### src/rtl/usb_phy_pkg.sv
// USB PHY receive-side shared constants and types.
// 10b codes, TS framing lengths, polarity FSM states.
package usb_phy_pkg;

  localparam logic [9:0] K285_N = 10'b0011111010;
  localparam logic [9:0] K285_P = 10'b1100000101;
  localparam logic [9:0] D102   = 10'b0101010101;
  localparam logic [9:0] D215   = 10'b1010101010;

  localparam int TS_HDR_LEN = 4;
  localparam int CHK_LEN    = 10;

  typedef enum logic [2:0] {
    HUNT,
    HDR,
    SKIP,
    CHECK,
    LOCKED
  } pol_st_t;

  function automatic logic is_k285(input logic [9:0] s);
    return (s == K285_N) || (s == K285_P);
  endfunction

endpackage

### src/rtl/usb_pol_det.sv
// Per-lane RX polarity detector: TS1/TS2 framing FSM
// with a saturating vote counter on the D10.2/D21.5 field.
import usb_phy_pkg::*;

module usb_pol_det #(
  parameter int VOTE_CNT = 2
) (
  input  logic       clk,
  input  logic       rst,
  input  logic [9:0] sym,
  input  logic       valid,
  input  logic       auto_en,
  input  logic       clr,
  output logic       lock,
  output logic       inv
);

  pol_st_t    st, st_d;
  logic [2:0] ccnt, ccnt_d;
  logic [3:0] idx, idx_d;
  logic       an, an_d;
  logic       ai, ai_d;
  logic [3:0] vcnt, vcnt_d;
  logic       sense, sense_d;
  logic       lock_d, inv_d;
  logic [3:0] nv;
  logic       fin_n, fin_i;

  localparam logic [3:0] VMAX = 4'(VOTE_CNT);

  assign fin_n = an & (sym == D102);
  assign fin_i = ai & (sym == D215);

  always_ff @(posedge clk or negedge rst) begin
    if (!rst) begin
      st    <= HUNT;
      ccnt  <= '0;
      idx   <= '0;
      an    <= 1'b0;
      ai    <= 1'b0;
      vcnt  <= '0;
      sense <= 1'b0;
      lock  <= 1'b0;
      inv   <= 1'b0;
    end else begin
      st    <= st_d;
      ccnt  <= ccnt_d;
      idx   <= idx_d;
      an    <= an_d;
      ai    <= ai_d;
      vcnt  <= vcnt_d;
      sense <= sense_d;
      lock  <= lock_d;
      inv   <= inv_d;
    end
  end

  always_comb begin
    st_d    = st;
    ccnt_d  = ccnt;
    idx_d   = idx;
    an_d    = an;
    ai_d    = ai;
    vcnt_d  = vcnt;
    sense_d = sense;
    lock_d  = lock;
    inv_d   = inv;
    nv      = vcnt;
    if (clr) begin
      st_d    = HUNT;
      ccnt_d  = '0;
      idx_d   = '0;
      vcnt_d  = '0;
      sense_d = 1'b0;
      lock_d  = 1'b0;
      inv_d   = 1'b0;
    end else begin
      unique case (st)
        HUNT: begin
          if (valid && is_k285(sym)) begin
            st_d   = HDR;
            ccnt_d = 3'd1;
          end
        end
        HDR: begin
          if (valid) begin
            if (is_k285(sym)) begin
              ccnt_d = ccnt + 3'd1;
              if (ccnt_d == 3'(TS_HDR_LEN))
                st_d = SKIP;
            end else begin
              st_d   = HUNT;
              ccnt_d = '0;
            end
          end
        end
        SKIP: begin
          if (valid) begin
            st_d   = CHECK;
            ccnt_d = '0;
            idx_d  = '0;
            an_d   = 1'b1;
            ai_d   = 1'b1;
          end
        end
        CHECK: begin
          if (valid) begin
            an_d  = fin_n;
            ai_d  = fin_i;
            idx_d = idx + 4'd1;
            if (idx == 4'(CHK_LEN - 1)) begin
              st_d  = HUNT;
              idx_d = '0;
              if (fin_n || fin_i) begin
                // A fresh or opposite verdict restarts the vote
                if (vcnt != 4'd0 && fin_i == sense)
                  nv = (vcnt >= VMAX) ? VMAX : vcnt + 4'd1;
                else
                  nv = 4'd1;
                vcnt_d  = nv;
                sense_d = fin_i;
                if (nv >= VMAX) begin
                  st_d   = LOCKED;
                  lock_d = 1'b1;
                  inv_d  = fin_i;
                end
              end
            end
          end
        end
        LOCKED: begin
          if (!auto_en) begin
            st_d    = HUNT;
            vcnt_d  = '0;
            sense_d = 1'b0;
            lock_d  = 1'b0;
            inv_d   = 1'b0;
          end
        end
        default: st_d = HUNT;
      endcase
    end
  end

endmodule

### src/rtl/usb_rx_polarity.sv
// USB RX lane polarity correction, registered XOR datapath.
// Auto-detection is built only with USB_POL_AUTO_EN defined.
import usb_phy_pkg::*;

module usb_rx_polarity #(
  parameter int LANES    = 1,
  parameter int VOTE_CNT = 2
) (
  input  logic                clk,
  input  logic                rst,
  input  logic [LANES*10-1:0] in,
  input  logic                in_valid,
  input  logic [LANES-1:0]    inv_manual,
  input  logic                auto_en,
  input  logic                clr,
  output logic [LANES*10-1:0] out,
  output logic                out_valid,
  output logic [LANES-1:0]    pol_lock,
  output logic [LANES-1:0]    pol_inv
);

  logic [LANES-1:0]    sel;
  logic [LANES*10-1:0] mask;

`ifdef USB_POL_AUTO_EN
  // Detectors watch raw input so the decision never feeds back
  for (genvar n = 0; n < LANES; n++) begin : g_det
    usb_pol_det #(
      .VOTE_CNT(VOTE_CNT)
    ) u_det (
      .clk     (clk),
      .rst     (rst),
      .sym     (in[10*n +: 10]),
      .valid   (in_valid),
      .auto_en (auto_en),
      .clr     (clr),
      .lock    (pol_lock[n]),
      .inv     (pol_inv[n])
    );
    assign sel[n] = (auto_en & pol_lock[n]) ? pol_inv[n]
                                            : inv_manual[n];
  end
`else
  logic unused;
  assign unused   = ^{auto_en, clr, 4'(VOTE_CNT)};
  assign pol_lock = '0;
  assign pol_inv  = '0;
  assign sel      = inv_manual;
`endif

  for (genvar n = 0; n < LANES; n++) begin : g_mask
    assign mask[10*n +: 10] = {10{sel[n]}};
  end

  always_ff @(posedge clk or negedge rst) begin
    if (!rst) begin
      out       <= '0;
      out_valid <= 1'b0;
    end else begin
      out       <= in ^ mask;
      out_valid <= in_valid;
    end
  end

endmodule

### config.mk
export PLATFORM = sky130hd
export DESIGN_NAME = usb_rx_polarity
export DESIGN_NICKNAME = d
export VERILOG_FILES = /design/src/rtl/usb_phy_pkg.sv /design/src/rtl/usb_pol_det.sv /design/src/rtl/usb_rx_polarity.sv
export SDC_FILE = /design/constraint.sdc
export NUM_CORES = 1
export LEC_CHECK = 0
export CAP_MARGIN = 20
export CORE_AREA = 4 4 41 43
export CTS_CLUSTER_DIAMETER = 100
export CTS_CLUSTER_SIZE = 10
export DETAILED_ROUTE_END_ITERATION = 10
export DIE_AREA = 0 0 45 47
export PLACE_DENSITY = 0.68
export SLEW_MARGIN = 20
export SYNTH_ARGS = -nofsm -noshare
export SYNTH_HDL_FRONTEND = slang
export SYNTH_SLANG_ARGS = --single-unit
### constraint.sdc
create_clock -name clk -period 1.35 [get_ports clk]
set_clock_uncertainty 0.1 [all_clocks]
set_input_delay 0.405 -clock clk [delete_from_list [all_inputs] [get_ports clk]]
set_output_delay 0.405 -clock clk [all_outputs]
set_load 0.05 [all_outputs]
==> results of run 1 <==
[through the flow]
stage | setup TNS, ps | total power [W] | area, µm²
floorplan | 0 | 0.000534 | 397
global placement | -171 | 0.000735 | 762
detailed placement | -265 | 0.000739 | 762
CTS | 0 | 0.000949 | 788
global route | 0 | 0.000975 | 788
finish | 0 | 0.000941 | 788
[state kept, by name (all words and copies together) (netlist names)]
signal and count:
out_valid 1, out 10
[cell type report]
class,instances,area (µm²),area share (%)
clock buffer,4,26.3,3.33
multi-input combinational,12,95.1,12.1
sequential,11,275,34.9
tap,15,18.8,2.38
timing repair buffer,27,373,47.3
[path summary, 6_finish.rpt]
path                       depth (start not counted)  slack [ps]                   to
min in group clk                                   1         500  out_valid$_DFF_PN0_
max in group asynchronous                          2         680  out_valid$_DFF_PN0_
max                                                1          30               out[5]
min                                                2         340     out[6]$_DFF_PN0_
[logic make-up after synthesis]
| logic type | after synthesis | synth area share (%) |
|---|---|---|
| xor gates and xnor gates | 10 | 22.3 |
| DFF | 11 | 70.1 |
| other | 1 | 0.954 |
| buffers and inverters | 3 | 6.69 |
[power by group through the flow]
stage | logic, W | clock network [W] | registers [W]
2_1_floorplan | 0.0000418 | 0 | 0.000493
3_3_place_gp | 0.000341 | 0 | 0.000394
3_5_place_dp | 0.000344 | 0 | 0.000395
4_1_cts | 0.000344 | 0.000216 | 0.000389
5_1_grt | 0.000352 | 0.000232 | 0.000390
6_report | 0.000341 | 0.000212 | 0.000388
[per-layer routing]
layer,up-vias,global-route usage [%],part of all wire (%)
li1,127,-,-
met1,111,8.15,36
met2,17,10.2,50
met3,0,0.766,13
met4,0,7.02,0
met5,-,0,0
[cells in the mapped netlist (all sizes together)]
| cell | instances | area share, % |
|---|---|---|
| xor2 | 10 | 22 |
| dfrtp | 11 | 70 |
| buf | 3 | 6.7 |
| conb | 1 | 0.95 |
==> results.sh, run 1 <==
export IMPL_slowest_stage="dfrtp_1"
export IMPL_slew_violations=0
export IMPL_syn_inst=25
export IMPL_antenna_found_initial=0
export IMPL_setup_viol=0
export IMPL_final_common_cell="clkdlybuf4s50_1"
export IMPL_root_buffer="clkbuf_4"
export IMPL_die_area_um2=2120
export IMPL_postLayoutCoreUtil_pct=60.6
export IMPL_dpl_cell_count=65
export IMPL_syn_avg_cell_area_um2=15.7
export IMPL_finalWirelength_um=694
export IMPL_p_per_area_nw_per_um2=1190
export IMPL_area_growth_pct=101
export IMPL_critical_path_max_stage_delay_ps=400
export IMPL_clk_pin_slew_worst_paths_ps=60
export IMPL_gp_congestion=0.635
export IMPL_worstPathMaxFanout=1
export IMPL_p_comb_share_pct=36.2
export IMPL_critPathCaptureType="output port"
export IMPL_drc=0
export IMPL_p_switching_w=0.000293
export IMPL_antennaDiodeCount=0
export IMPL_switching_share_pct=31.2
export IMPL_min_period_ps=1320
export IMPL_cp_arrival_ps=810
export IMPL_grt_pass1_wl_um=1000
export IMPL_initial_core_util_pct=30.2
export IMPL_clkSinkCount=11
export IMPL_ys_seq_area_share_pct=70.1
export IMPL_grt_max_degree=12
export IMPL_min_path_type="input port to async pin"
export IMPL_core_area_um2=1300
export IMPL_drive_gt1_share_pct=31.5
export IMPL_yosysWarnings=0
export IMPL_dp_hpwl_um=611
export IMPL_setup_slack_ps=33.4
export IMPL_critPathKind="register to output port"
export IMPL_power_frac_seq_pct=41.2
export IMPL_synth_cell_types=5
export IMPL_ys_seq_elements=11
export IMPL_firstDrtPassIters=3
export IMPL_cp_buffers_inverters=1
export IMPL_maxCapViolCount=0
export IMPL_dr_first_iter_drc_count=1
export IMPL_holdWs_ps=336
export IMPL_finalNonFillerCells=69
export IMPL_cp_start_kind="register"
export IMPL_final_net_count=71
export IMPL_portBuffers=24
export IMPL_cts_repair_resized=0
export IMPL_grt_pass1_vias=260
export IMPL_die_y_um=47
export IMPL_p_leak_nw=0.361
export IMPL_vias_per_cell=3.70
export IMPL_overflow=0
export IMPL_cts_buffers_inserted=3
export IMPL_rows=13
export IMPL_die_w_um=45
export IMPL_final_hold_violation_count=0
export IMPL_ctsLongestPathBuffers=2
export IMPL_ant_nets=0
export IMPL_cts_setup_buffers=0
export IMPL_ir_drop_mv=0.747
export IMPL_required_ps=850
export IMPL_crit_chain="buf_12"
export IMPL_internal_power_w=0.000648
export IMPL_final_cell_mix="13 x clkdlybuf4s50_1, 11 x dfrtp_1, 11 x buf_12"
export IMPL_startpoint="out[5]$_DFF_PN0_"
export IMPL_status="complete, no violations"
export IMPL_gr_usage_all_layers_pct=6.76
export IMPL_vias=255
export IMPL_n_fill_cell=118
export IMPL_cts_tree="yes"
export IMPL_pwr_share_clk_pct=22.6
export IMPL_rsz0062_at_grt="no"
export IMPL_htreeDepth=1
export IMPL_avgRoutedWirePerCell_um=10.1
export IMPL_critPathTopFamily="flip-flops"
export IMPL_finalCritPeriodShare_pct=97.5
export IMPL_hold_buffers=0
export IMPL_syn_area_um2=393
export IMPL_fmax_ghz=0.760
export IMPL_pre_cts_ws_ps=-49.0
export IMPL_pin_count=29
Note: power is estimated with default switching activity, not from simulation.
==> run 2, diff against run 1 <==
==> constraint.sdc (replaced) <==
create_clock -name clk -period 1.35 [get_ports clk]
set_clock_uncertainty 0.1 [all_clocks]
set_input_delay 0.135 -clock clk [delete_from_list [all_inputs] [get_ports clk]]
set_output_delay 0.135 -clock clk [all_outputs]
set_load 0.05 [all_outputs]
==> run 2 against run 1 <==
  * Critical endpoint is now out[3]
  * Cell count is 2.9% lower
  * Maximum frequency is 25% higher
  * First-iteration DRC count stayed put
  * Flip-flop and latch count stayed put
==> results.sh, run 2 (synthesized netlist as in run 1, its figures left out) <==
export IMPL_slowest_stage="dfrtp_1"
export IMPL_largest_reg_flops=10
export IMPL_vias_per_cell=3.81
export IMPL_grt_pass1_wl_um=1170
export IMPL_largest_registers="out: 10 flops, out_valid: 1 flops"
export IMPL_die_y_um=47
export IMPL_internal_power_w=0.000644
export IMPL_cts_buffers_inserted=3
export IMPL_drive_gt1_share_pct=28.8
export IMPL_avgRoutedWirePerCell_um=10.3
export IMPL_grt_max_degree=12
export IMPL_antennaDiodeCount=0
export IMPL_hold_buffers=0
export IMPL_root_buffer="clkbuf_4"
export IMPL_cp_buffers_inverters=1
export IMPL_area_growth_pct=96.8
export IMPL_p_comb_share_pct=35.8
export IMPL_min_path_type="input port to async pin"
export IMPL_required_ps=1120
export IMPL_fmax_ghz=0.947
export IMPL_crit_chain="buf_12"
export IMPL_final_cell_mix="13 x clkdlybuf4s50_1, 11 x dfrtp_1, 11 x buf_12"
export IMPL_final_net_count=69
export IMPL_final_common_cell="clkdlybuf4s50_1"
export IMPL_cts_repair_resized=0
export IMPL_p_leak_nw=0.351
export IMPL_n_fill_cell=116
export IMPL_slew_violations=0
export IMPL_cts_tree="yes"
export IMPL_grt_pass1_vias=276
export IMPL_ant_nets=0
export IMPL_firstDrtPassIters=2
export IMPL_switching_share_pct=31.4
export IMPL_p_per_area_nw_per_um2=1210
export IMPL_cts_setup_buffers=0
export IMPL_final_hold_violation_count=0
export IMPL_critical_path_max_stage_delay_ps=400
export IMPL_rows=13
export IMPL_critPathTopFamily="flip-flops"
export IMPL_rsz0062_at_grt="no"
export IMPL_final_area_um2=773
export IMPL_critPathCaptureType="output port"
export IMPL_pin_count=29
export IMPL_clkSinkCount=11
export IMPL_initial_core_util_pct=30.2
export IMPL_dr_first_iter_drc_count=1
export IMPL_portBuffers=24
export IMPL_setup_tns_ps=0
export IMPL_min_period_ps=1060
export IMPL_pwr_share_clk_pct=22.9
export IMPL_die_area_um2=2120
export IMPL_critPathKind="register to output port"
export IMPL_cp_arrival_ps=820
export IMPL_power_frac_seq_pct=41.3
export IMPL_setup_viol=0
export IMPL_gr_usage_all_layers_pct=8.84
export IMPL_finalCritPeriodShare_pct=78.2
export IMPL_vias=255
export IMPL_core_area_um2=1300
export IMPL_htreeDepth=1
export IMPL_clk_pin_slew_worst_paths_ps=70
export IMPL_gp_congestion=0.627
export IMPL_largest_register="out"
export IMPL_status="complete, no violations"
export IMPL_place_area_um2=747
export IMPL_maxCapViolCount=0
export IMPL_overflow=0
export IMPL_finalWirelength_um=688
export IMPL_drc=0
export IMPL_p_switching_w=0.000295
export IMPL_ctsLongestPathBuffers=2
export IMPL_cp_start_kind="register"
export IMPL_worstPathMaxFanout=1
export IMPL_ir_drop_mv=0.596
export IMPL_antenna_found_initial=0
export IMPL_die_w_um=45
run 2: cell types whose count changed in the layout (fill, tap and decap cells not counted), sizes merged:
cell,change
buf,-2
run 2: power by group through the flow:
stage	logic, W	registers [W]	clock network [W]
CTS	0.000340	0.000388	0.000225
finish	0.000336	0.000387	0.000215
global placement	0.000337	0.000394	0
floorplan	0.0000418	0.000493	0
detailed placement	0.000339	0.000395	0
global route	0.000349	0.000390	0.000244
run 2: worst max-delay path by stage:
| stage | slack (ps) | end | startpoint | cells past startpoint |
|---|---|---|---|---|
| 2_1_floorplan | 530 | out[0] | out[0]$_DFF_PN0_ | 0 |
| 3_3_place_gp | 220 | out[4]$_DFF_PN0_ | inv_manual | 3 |
| 3_5_place_dp | 190 | out[6]$_DFF_PN0_ | inv_manual | 3 |
| 4_1_cts | 280 | out[3] | out[3]$_DFF_PN0_ | 1 |
| 5_1_grt | 250 | out_valid | out_valid$_DFF_PN0_ | 1 |
| 6_report | 290 | out[3] | out[3]$_DFF_PN0_ | 1 |
run 2: routing by layer:
metal  up-vias  track usage [%]  routed length [µm]
li1        122                -                   -
met1       112             8.35                 231
met2        19             12.7                 354
met3         2             3.45                  83
met4         0             12.3                  19
met5         -                0                   0
run 2: area by class of cell:
type / count / area, µm² / share of cell area (%)
clock buffers: 4 / 26.3 / 3.40
multi-input cells: 12 / 95.1 / 12.3
flip-flops and latches: 11 / 275 / 35.6
well taps: 15 / 18.8 / 2.43
repair buffers: 25 / 358 / 46.3
run 2: through the flow:
stage	setup WS (ps)	power (W)	std cells	hold slack [ps]	utilization [%]
detailed placement	193	0.000734	63	390	57.4
global placement	215	0.000731	63	385	57.4
finish	294	0.000939	67	93.5	59.4
global route	255	0.000983	67	130	59.4
floorplan	529	0.000534	26	-261	-
CTS	278	0.000953	67	102	59.4
